==> src/rtl/mips_instr_encoder.sv <==
// ----------------------------------------------------------------------------
// Module: mips_instr_encoder
//
// Purpose:
//   Packs an instruction class plus its operand fields into a 32-bit MIPS word.
//   The opcode and funct codes match the ones the main-pipeline control decoder
//   recognises. Encoded words are queued in a small FIFO and streamed out with
//   a valid/ready handshake. Each word carries the instruction-memory byte
//   address it should be loaded at.
//
// Parameters:
//   DEPTH      FIFO entries (power of two, >= 2)
//   BASE_ADDR  byte address of the first word emitted after reset or flush
//
// Ports:
//   clk        rising-edge clock
//   rst        asynchronous reset, active-low
//   flush      synchronous clear of FIFO and address counter (beats push/pop)
//   in_valid   operand fields valid
//   in_ready   encoder can accept a word (FIFO not full)
//   op_sel     instruction class:
//                0 ADD, 1 SUB, 2 AND, 3 OR, 4 SLT, 5 JR, 6 LW, 7 SW,
//                8 J, 9 JAL, 10 BEQ, 11 BNE, 12 ADDI, 13 SLTI
//                14/15 are illegal
//   rs,rt,rd   register fields
//   imm        immediate / branch offset
//   target     jump target (word index)
//   out_valid  FIFO head valid
//   out_ready  consumer takes the head word
//   out_data   encoded word at the FIFO head (0 while empty)
//   out_addr   byte address of out_data
//   err_cnt    saturating count of accepted illegal op_sel values
// ----------------------------------------------------------------------------
module mips_instr_encoder #(
    parameter int          DEPTH     = 4,
    parameter logic [31:0] BASE_ADDR = 32'h0000_0000
) (
    input  logic        clk,
    input  logic        rst,
    input  logic        flush,
    input  logic        in_valid,
    output logic        in_ready,
    input  logic [3:0]  op_sel,
    input  logic [4:0]  rs,
    input  logic [4:0]  rt,
    input  logic [4:0]  rd,
    input  logic [15:0] imm,
    input  logic [25:0] target,
    output logic        out_valid,
    input  logic        out_ready,
    output logic [31:0] out_data,
    output logic [31:0] out_addr,
    output logic [7:0]  err_cnt
);

    localparam int AW = $clog2(DEPTH);

    // Primary opcodes
    localparam logic [5:0] OP_RTYPE = 6'b000000;
    localparam logic [5:0] OP_J     = 6'b000010;
    localparam logic [5:0] OP_JAL   = 6'b000011;
    localparam logic [5:0] OP_BEQ   = 6'b000100;
    localparam logic [5:0] OP_BNE   = 6'b000101;
    localparam logic [5:0] OP_ADDI  = 6'b001000;
    localparam logic [5:0] OP_SLTI  = 6'b001010;
    localparam logic [5:0] OP_LW    = 6'b100011;
    localparam logic [5:0] OP_SW    = 6'b101011;

    // R-type funct codes
    localparam logic [5:0] FN_ADD = 6'b100000;
    localparam logic [5:0] FN_SUB = 6'b100010;
    localparam logic [5:0] FN_AND = 6'b100100;
    localparam logic [5:0] FN_OR  = 6'b100101;
    localparam logic [5:0] FN_SLT = 6'b101010;
    localparam logic [5:0] FN_JR  = 6'b001000;

    logic [31:0] r_mem [DEPTH];
    logic [AW:0] r_wrPtr;
    logic [AW:0] r_rdPtr;
    logic [31:0] r_addr;
    logic [7:0]  r_errCnt;

    logic [31:0] w_word;
    logic        w_legal;
    logic        w_empty;
    logic        w_full;
    logic        w_push;
    logic        w_pushLegal;
    logic        w_pushIllegal;
    logic        w_pop;

    // Instruction encoder. Each class lays out the fields the decoder expects.
    // JR drops rt/rd entirely so a stray operand cannot corrupt the word.
    always_comb begin
        w_word  = '0;
        w_legal = 1'b1;
        case (op_sel)
            4'd0:  w_word = {OP_RTYPE, rs, rt, rd, 5'b0, FN_ADD};
            4'd1:  w_word = {OP_RTYPE, rs, rt, rd, 5'b0, FN_SUB};
            4'd2:  w_word = {OP_RTYPE, rs, rt, rd, 5'b0, FN_AND};
            4'd3:  w_word = {OP_RTYPE, rs, rt, rd, 5'b0, FN_OR};
            4'd4:  w_word = {OP_RTYPE, rs, rt, rd, 5'b0, FN_SLT};
            4'd5:  w_word = {OP_RTYPE, rs, 15'b0, FN_JR};
            4'd6:  w_word = {OP_LW,   rs, rt, imm};
            4'd7:  w_word = {OP_SW,   rs, rt, imm};
            4'd8:  w_word = {OP_J,    target};
            4'd9:  w_word = {OP_JAL,  target};
            4'd10: w_word = {OP_BEQ,  rs, rt, imm};
            4'd11: w_word = {OP_BNE,  rs, rt, imm};
            4'd12: w_word = {OP_ADDI, rs, rt, imm};
            4'd13: w_word = {OP_SLTI, rs, rt, imm};
            default: w_legal = 1'b0;
        endcase
    end

    // The pointers carry one extra wrap bit. Equal pointers mean empty.
    // Pointers that differ only in the wrap bit mean full.
    assign w_empty = (r_wrPtr == r_rdPtr);
    assign w_full  = (r_wrPtr[AW] != r_rdPtr[AW]) &&
                     (r_wrPtr[AW-1:0] == r_rdPtr[AW-1:0]);

    assign in_ready  = !w_full;
    assign out_valid = !w_empty;

    // flush wins over both handshakes, so neither side may move on a flush edge.
    assign w_push        = in_valid && !w_full && !flush;
    assign w_pushLegal   = w_push && w_legal;
    assign w_pushIllegal = w_push && !w_legal;
    assign w_pop         = !w_empty && out_ready && !flush;

    // Storage needs no reset: an entry is only observable between push and pop.
    always_ff @(posedge clk) begin
        if (w_pushLegal) begin
            r_mem[r_wrPtr[AW-1:0]] <= w_word;
        end
    end

    // Read/write pointers. An illegal push is consumed from the producer but
    // never occupies a slot.
    always_ff @(posedge clk or negedge rst) begin
        if (!rst) begin
            r_wrPtr <= '0;
            r_rdPtr <= '0;
        end else if (flush) begin
            r_wrPtr <= '0;
            r_rdPtr <= '0;
        end else begin
            if (w_pushLegal) begin
                r_wrPtr <= r_wrPtr + 1'b1;
            end
            if (w_pop) begin
                r_rdPtr <= r_rdPtr + 1'b1;
            end
        end
    end

    // Byte address of the head word. It advances one word per pop and wraps
    // naturally at 2^32.
    always_ff @(posedge clk or negedge rst) begin
        if (!rst) begin
            r_addr <= BASE_ADDR;
        end else if (flush) begin
            r_addr <= BASE_ADDR;
        end else if (w_pop) begin
            r_addr <= r_addr + 32'd4;
        end
    end

    // Illegal-op counter. It survives flush and sticks at 255.
    always_ff @(posedge clk or negedge rst) begin
        if (!rst) begin
            r_errCnt <= '0;
        end else if (w_pushIllegal && (r_errCnt != 8'hFF)) begin
            r_errCnt <= r_errCnt + 8'd1;
        end
    end

    // Head word is forced to zero while empty so stale entries never leak out.
    assign out_data = w_empty ? 32'h0 : r_mem[r_rdPtr[AW-1:0]];
    assign out_addr = r_addr;
    assign err_cnt  = r_errCnt;

endmodule

==> config.mk <==
export PLATFORM = sky130hd
export DESIGN_NAME = mips_instr_encoder
export DESIGN_NICKNAME = d
export VERILOG_FILES = /design/src/rtl/mips_instr_encoder.sv
export SDC_FILE = /design/constraint.sdc
export NUM_CORES = 1
export LEC_CHECK = 0
export ABC_CLOCK_PERIOD_IN_PS = 3700
export CAP_MARGIN = 20
export CORE_ASPECT_RATIO = 1.25
export CORE_MARGIN = 5
export CORE_UTILIZATION = 30
export CTS_CLUSTER_SIZE = 16
export DETAILED_ROUTE_END_ITERATION = 8
export DONT_BUFFER_PORTS = 1
export PLACE_DENSITY = 0.54
export SETUP_SLACK_MARGIN = 0.02
export SKIP_LAST_GASP = 1
export SYNTH_ARGS = -nofsm -noshare
export SYNTH_HDL_FRONTEND = slang
export SYNTH_SLANG_ARGS = --single-unit
==> constraint.sdc <==
create_clock -name clk -period 3.7 [get_ports clk]
set_input_delay 0.74 -clock clk [delete_from_list [all_inputs] [get_ports clk]]
set_output_delay 0.74 -clock clk [all_outputs]
set_load 0.05 [all_outputs]
# --- Yosys cells after proc, flatten, opt, wreduce, memory -nomap -nowiden ---
# Memories as Yosys holds them, arrays and structs flattened.
# Index checks and enable logic that the tools add are counted.
totals:
  regBits: 46
  latchBits: 0
  ramBits: 128
  rom_bits: 0
  in_bits: 66
  output_inout_bits: 74
  mem_count: 1
classes:
  addsub: 4
  n_mul: 0
  div: 0
  n_lt_le_gt_ge: 0
  eq_ne: 17
  shifts: 0
  muxes: 11
  bitwise: 0
  n_reduce_logical: 16
memory_table:
  columns: ["memory", "words", "word_bits", "read_ports", "rd_ports_with_merged_regs", "wr", "line", "rtl"]
  rows:
  - ["r_mem", 4, 32, 1, 0, 1, "77", "logic [31:0] r_mem [DEPTH];"]
ops:
  columns: ["op", "n"]
  rows:
  - ["$pmux 32 s14", 1]
  - ["$mux 32", 3]
  - ["$add 32x3->32 const B", 1]
  - ["$eq 4x4->1 const B", 6]
  - ["$eq 4x3->1 const B", 4]
  - ["$reduce_or 14->1", 1]
  - ["$mux 3", 4]
  - ["$add 8x1->8 const B", 1]
  - ["$eq 4x2->1 const B", 2]
  - ["$logic_and 1x1->1", 8]
  - ["$ne 8x8->1 const B", 1]
  - ["$add 3x1->3 const B", 2]
  - ["$eq 4x1->1 const B", 1]
  - ["$logic_not 1->1", 4]
  - ["$logic_not 4->1", 1]
  - ["$reduce_bool 2->1", 2]
  - ["$eq 3x3->1", 1]
  - ["$mux 1", 3]
  - ["$eq 2x2->1", 1]
  - ["$ne 1x1->1", 1]

# --- Logic depth before layout (Yosys ltp) ---
logic_depth:
  ltp_word: 8
  mapped_depth: 7
  ltp_nobuf: 5

# --- Worst setup path before layout ---
# Ideal clock, no wire load.
synth_timing:
  kind: "input -> register"
  startpoint: "in op_sel[3]"
  endpoint: "mem r_mem[3][0], enable pin"
  setup_time_ns: 0.419
  arrival_ns: 2.425
  t_required_ns: 3.281
  slack_ns: 0.856
  stages: 3
  path_buffers: 0
  cell_sequence: "and3_1 nand3b_1 nor2_1"
synth_via:
  elab_chain_cells: 6
  word_cells_on_any_way: 19
  classes_between: "eq/ne (13); mux (3); reduce/logical (3)"
synth_rtl:
  columns: ["element", "line", "rtl"]
  rows:
  - ["from (decl)", "43", "input logic [3:0] op_sel,"]
  - ["$eq 4x4->1 (tied with other cells)", "97", "case (op_sel)"]
  - ["$reduce_or 14->1 (no source line) *", null, null]
  - ["$mux 1 *", "97", null]
  - ["$logic_and 1x1->1 *", "127", "assign w_pushLegal = w_push && w_legal;"]
  - ["$mux 1 *", "133", "if (w_pushLegal) begin"]
  - ["$mux 1 (implied by the code) *", "134", "r_mem[r_wrPtr[AW-1:0]] <= w_word;"]
  - ["to (decl)", "77", null]
# Mark *: on every way between the ends. The rest lies on a longest branch, timed or not.

# --- Final worst setup path ---
layout_timing:
  startpoint: "reg r_rdPtr[0]"
  endpoint: "out out_data[15]"
layout_via:
  elab_chain_cells: 2
  word_cells_on_any_way: 3
  classes_between: "eq/ne (1); mux (1); memory (1)"
layout_rtl:
  columns: ["element", "line", "rtl"]
  rows:
  - ["from (decl)", "79", "logic [AW:0] r_rdPtr;"]
  - ["from (signal assigned)", "152", "r_rdPtr <= r_rdPtr + 1'b1;"]
  - ["$mem_v2 4x32 or $eq 3x3->1 (tied branches)", null, null]
  - ["$mux 32 *", "179", "assign out_data = w_empty ? 32'h0 : r_mem[r_rdPtr[AW-1:0]];"]
  - ["to (decl)", "51", "output logic [31:0] out_data,"]
# Marked as above.

==> results.cfg <==
[timing]
setup_ws_ps = 533
rsz0062_at_grt = false
finalMaxSlewViolations = 0
min_period_over_period = 0.856
period_needed_ps = 3170
holdWs_ps = 150
tns_ps = 0
fin_skew_ps = 18.4
clock.fmax_mhz = 316
finalHoldViolCount = 0
slew_headroom = 0.354
finalSetupViolations = 0
tightest_slew_ps = 954

[yosys]
postSynthCellCount = 546
synth_ff_type = edfxtp_1
yosys-top-cells-count = edfxtp_1, dfrtp_1, nor2b_1
syn_area_um2 = 7720
yosys_warnings = 0
ys_seq_elements = 168
ys_top_cells_by_area = edfxtp_1, dfrtp_1, mux4_2
synth_edf_count = 124
ys_seq_area_frac = 0.625
synth.most_common_cell = edfxtp_1
synth.largest_area_cell = edfxtp_1
synthArstFlopShare = 0.262
yosys.area.top_type_share = 0.482
avgSynthCellArea_um2 = 14.1
synth_cell_types = 49

[clock_network]
tritoncts = yes
cts_buffer_depth = 2
clock-sinks = 168
numCtsBuffers = 17
ctsHoldBuffers = 1
cts-root-buf = clkbuf_16
cts.clk_slew.worst_paths_ps = 70
htreeDepth = 4
cts_setup_buffers = 0
clkLatencyLatePin_ps = 430
ctsResizeCount = 0

[drt]
post_drt_wl_per_cell_um = 19.6
vias_per_cell = 5.17
drt-initial-drc-count = 191
vias = 4778
routed_wl_mm = 18.1
ant_nets = 0
dr.pass1.iters = 4
drc = 0

[placement]
gp_congestion = 0.719
dpl.hpwl_mm = 11.9
pre_cts_slack_ps = 805
numPlacedInstances = 892
portBuffers = 0

[worst_setup_path]
critPathKind = reg -> out
regToRegSetupSlack_ps = 830
reg2reg_to = r_mem[0][26]$_DFFE_PP_
critPathLaunchType = flip-flop
slowest_delay_ps = 630
path_cells = xor2_2, nor3_2, buf_12, nor2b_1, buf_4
worstPathRequired_ps = 2960
worst-r2r-cell-count = 5
cp_slowest_cell = dfrtp_2
r2r-start = r_rdPtr[0]$_DFFE_PN0P_
crit_path_end_kind = output port
critical_path_arrival_ps = 2430
cp_max_fo = 31

[die]
rows = 65
die_area_um2 = 29100
fp.dieH_um = 189
die_x_um = 153
start_util = 0.305
io_pins = 140
coreArea_um2 = 25300

[layout]
n_antenna_cell = 0
final_nets = 650
stdcell_count = 924
synthToLayoutAreaGrowth_pct = 16.6
fillers = 2394
layout-drive-gt1-share = 0.214

[pwr]
p_per_area_nw_per_um2 = 610
total_leakage_power_nw = 3.16
vdd_drop_max_uv = 327
p_sw_frac = 0.356
power_switching_w = 0.00196
p_seq_frac = 0.407
power.clock.fraction = 0.318
intPower_w = 0.00354
pwr-share-comb = 0.275

[grt]
antenna_found_initial = 0
grt_pass1_vias = 5113
grt_max_degree = 45
grt_pass1_wl_mm = 28.5
grt_usage = 0.124
grt_overflow_total = 0

[job]
drv_cap = 0

[run_status]
status = finished clean

[worst_hold_path]
timing.hold.worst.class = in -> async
metal layers:
metal | global-route usage | part of all wire | vias up
met2 | 0.217 | 0.51 | 159
met3 | 0.0398 | 0.074 | 10
met1 | 0.148 | 0.41 | 2427
met4 | 0.0289 | 0.0077 | 0
met5 | 0 | 0 | -
li1 | - | - | 2182
power groups by stage:
stage	Combinational, W	Clock [W]	Sequential, W
2_1_floorplan	0.00110	0	0.00227
4_1_cts	0.00155	0.00180	0.00224
5_1_grt	0.00162	0.00188	0.00225
6_report	0.00151	0.00175	0.00223
3_3_place_gp	0.00152	0	0.00228
3_5_place_dp	0.00153	0	0.00228
layout by cell type, fill, tap and decap left out, types with 3 or more instances in the layout:
cell type and instances:
buf_12 3, and4_1 8, mux2i_1 6, inv_1 11, mux4_2 31, ha_1 7
a22oi_1 10, and2_2 3, nor3_1 3, a22o_1 12, o31ai_1 21, mux2_2 5
edfxtp_1 124, xor2_1 11, a21oi_1 28, nand3_1 14, nand2b_1 4, nand2_1 29
clkinv_8 3, o21ai_0 15, dfrtp_1 43, nor2b_1 37, inv_8 5, clkbuf_16 17
inv_6 3, and3_1 6, xor2_2 3, nor4_1 4, nand4_1 6, buf_4 41
or4_1 20, nor2_1 17, conb_1 3, or3_1 5
per-stage QoR:
stage,total power [W],instance area (µm²),utilization
4_1_cts,0.00559,9000,0.356
3_3_place_gp,0.00379,8400,0.332
6_report,0.00549,9000,0.356
2_1_floorplan,0.00336,7730,-
3_5_place_dp,0.00381,8400,0.332
5_1_grt,0.00575,9000,0.356
registers in the layout, summed over array words and instances, names as in the netlist:
| signal | count |
|---|---|
| err_cnt | 8 |
| out_addr | 30 |
| r_mem | 124 |
| r_rdPtr | 3 |
| r_wrPtr | 3 |
cell families after synthesis:
logic type,after synthesis,synth area share
AO/OA/AOI/OAI,99,0.0866
flip-flops,168,0.625
buffers and inverters,46,0.0251
adder cells (fa/ha/maj),7,0.0113
multiplexers,42,0.106
AND/OR/NAND/NOR,167,0.125
XOR/XNOR,16,0.0211
other,1,0.000486
worst max-delay path, delay by kind of cell (launching register included):
kind,cells,cell delay [ps]
and+or+nand+nor,2,640
DFF,1,630
xor gates and xnor gates,1,240
buffers and inverters,2,470
worst max-delay path by stage:
stage | from | to | slack [ps] | cells past startpoint
after floorplan | op_sel[3] | r_mem[3][0]$_DFFE_PP_ | 860 | 3
after global placement | r_rdPtr[0]$_DFFE_PN0P_ | r_mem[1][17]$_DFFE_PP_ | 930 | 5
after detailed placement | r_rdPtr[0]$_DFFE_PN0P_ | r_mem[0][17]$_DFFE_PP_ | 810 | 5
after CTS | r_rdPtr[0]$_DFFE_PN0P_ | out_data[1] | 480 | 5
after global routing | r_rdPtr[0]$_DFFE_PN0P_ | out_data[15] | 340 | 5
final | r_rdPtr[0]$_DFFE_PN0P_ | out_data[15] | 530 | 5
cell type report:
cell class | instances | area [µm²] | share of cell area
flip-flops and latches | 168 | 4830 | 0.536
multi-input cells | 334 | 2740 | 0.304
inverters | 11 | 41.3 | 0.00459
repair buffers | 45 | 395 | 0.0439
clock inverters | 14 | 155 | 0.0172
clock buffers | 17 | 425 | 0.0472
well taps | 335 | 419 | 0.0466
Power figures use the tool's default switching activity.
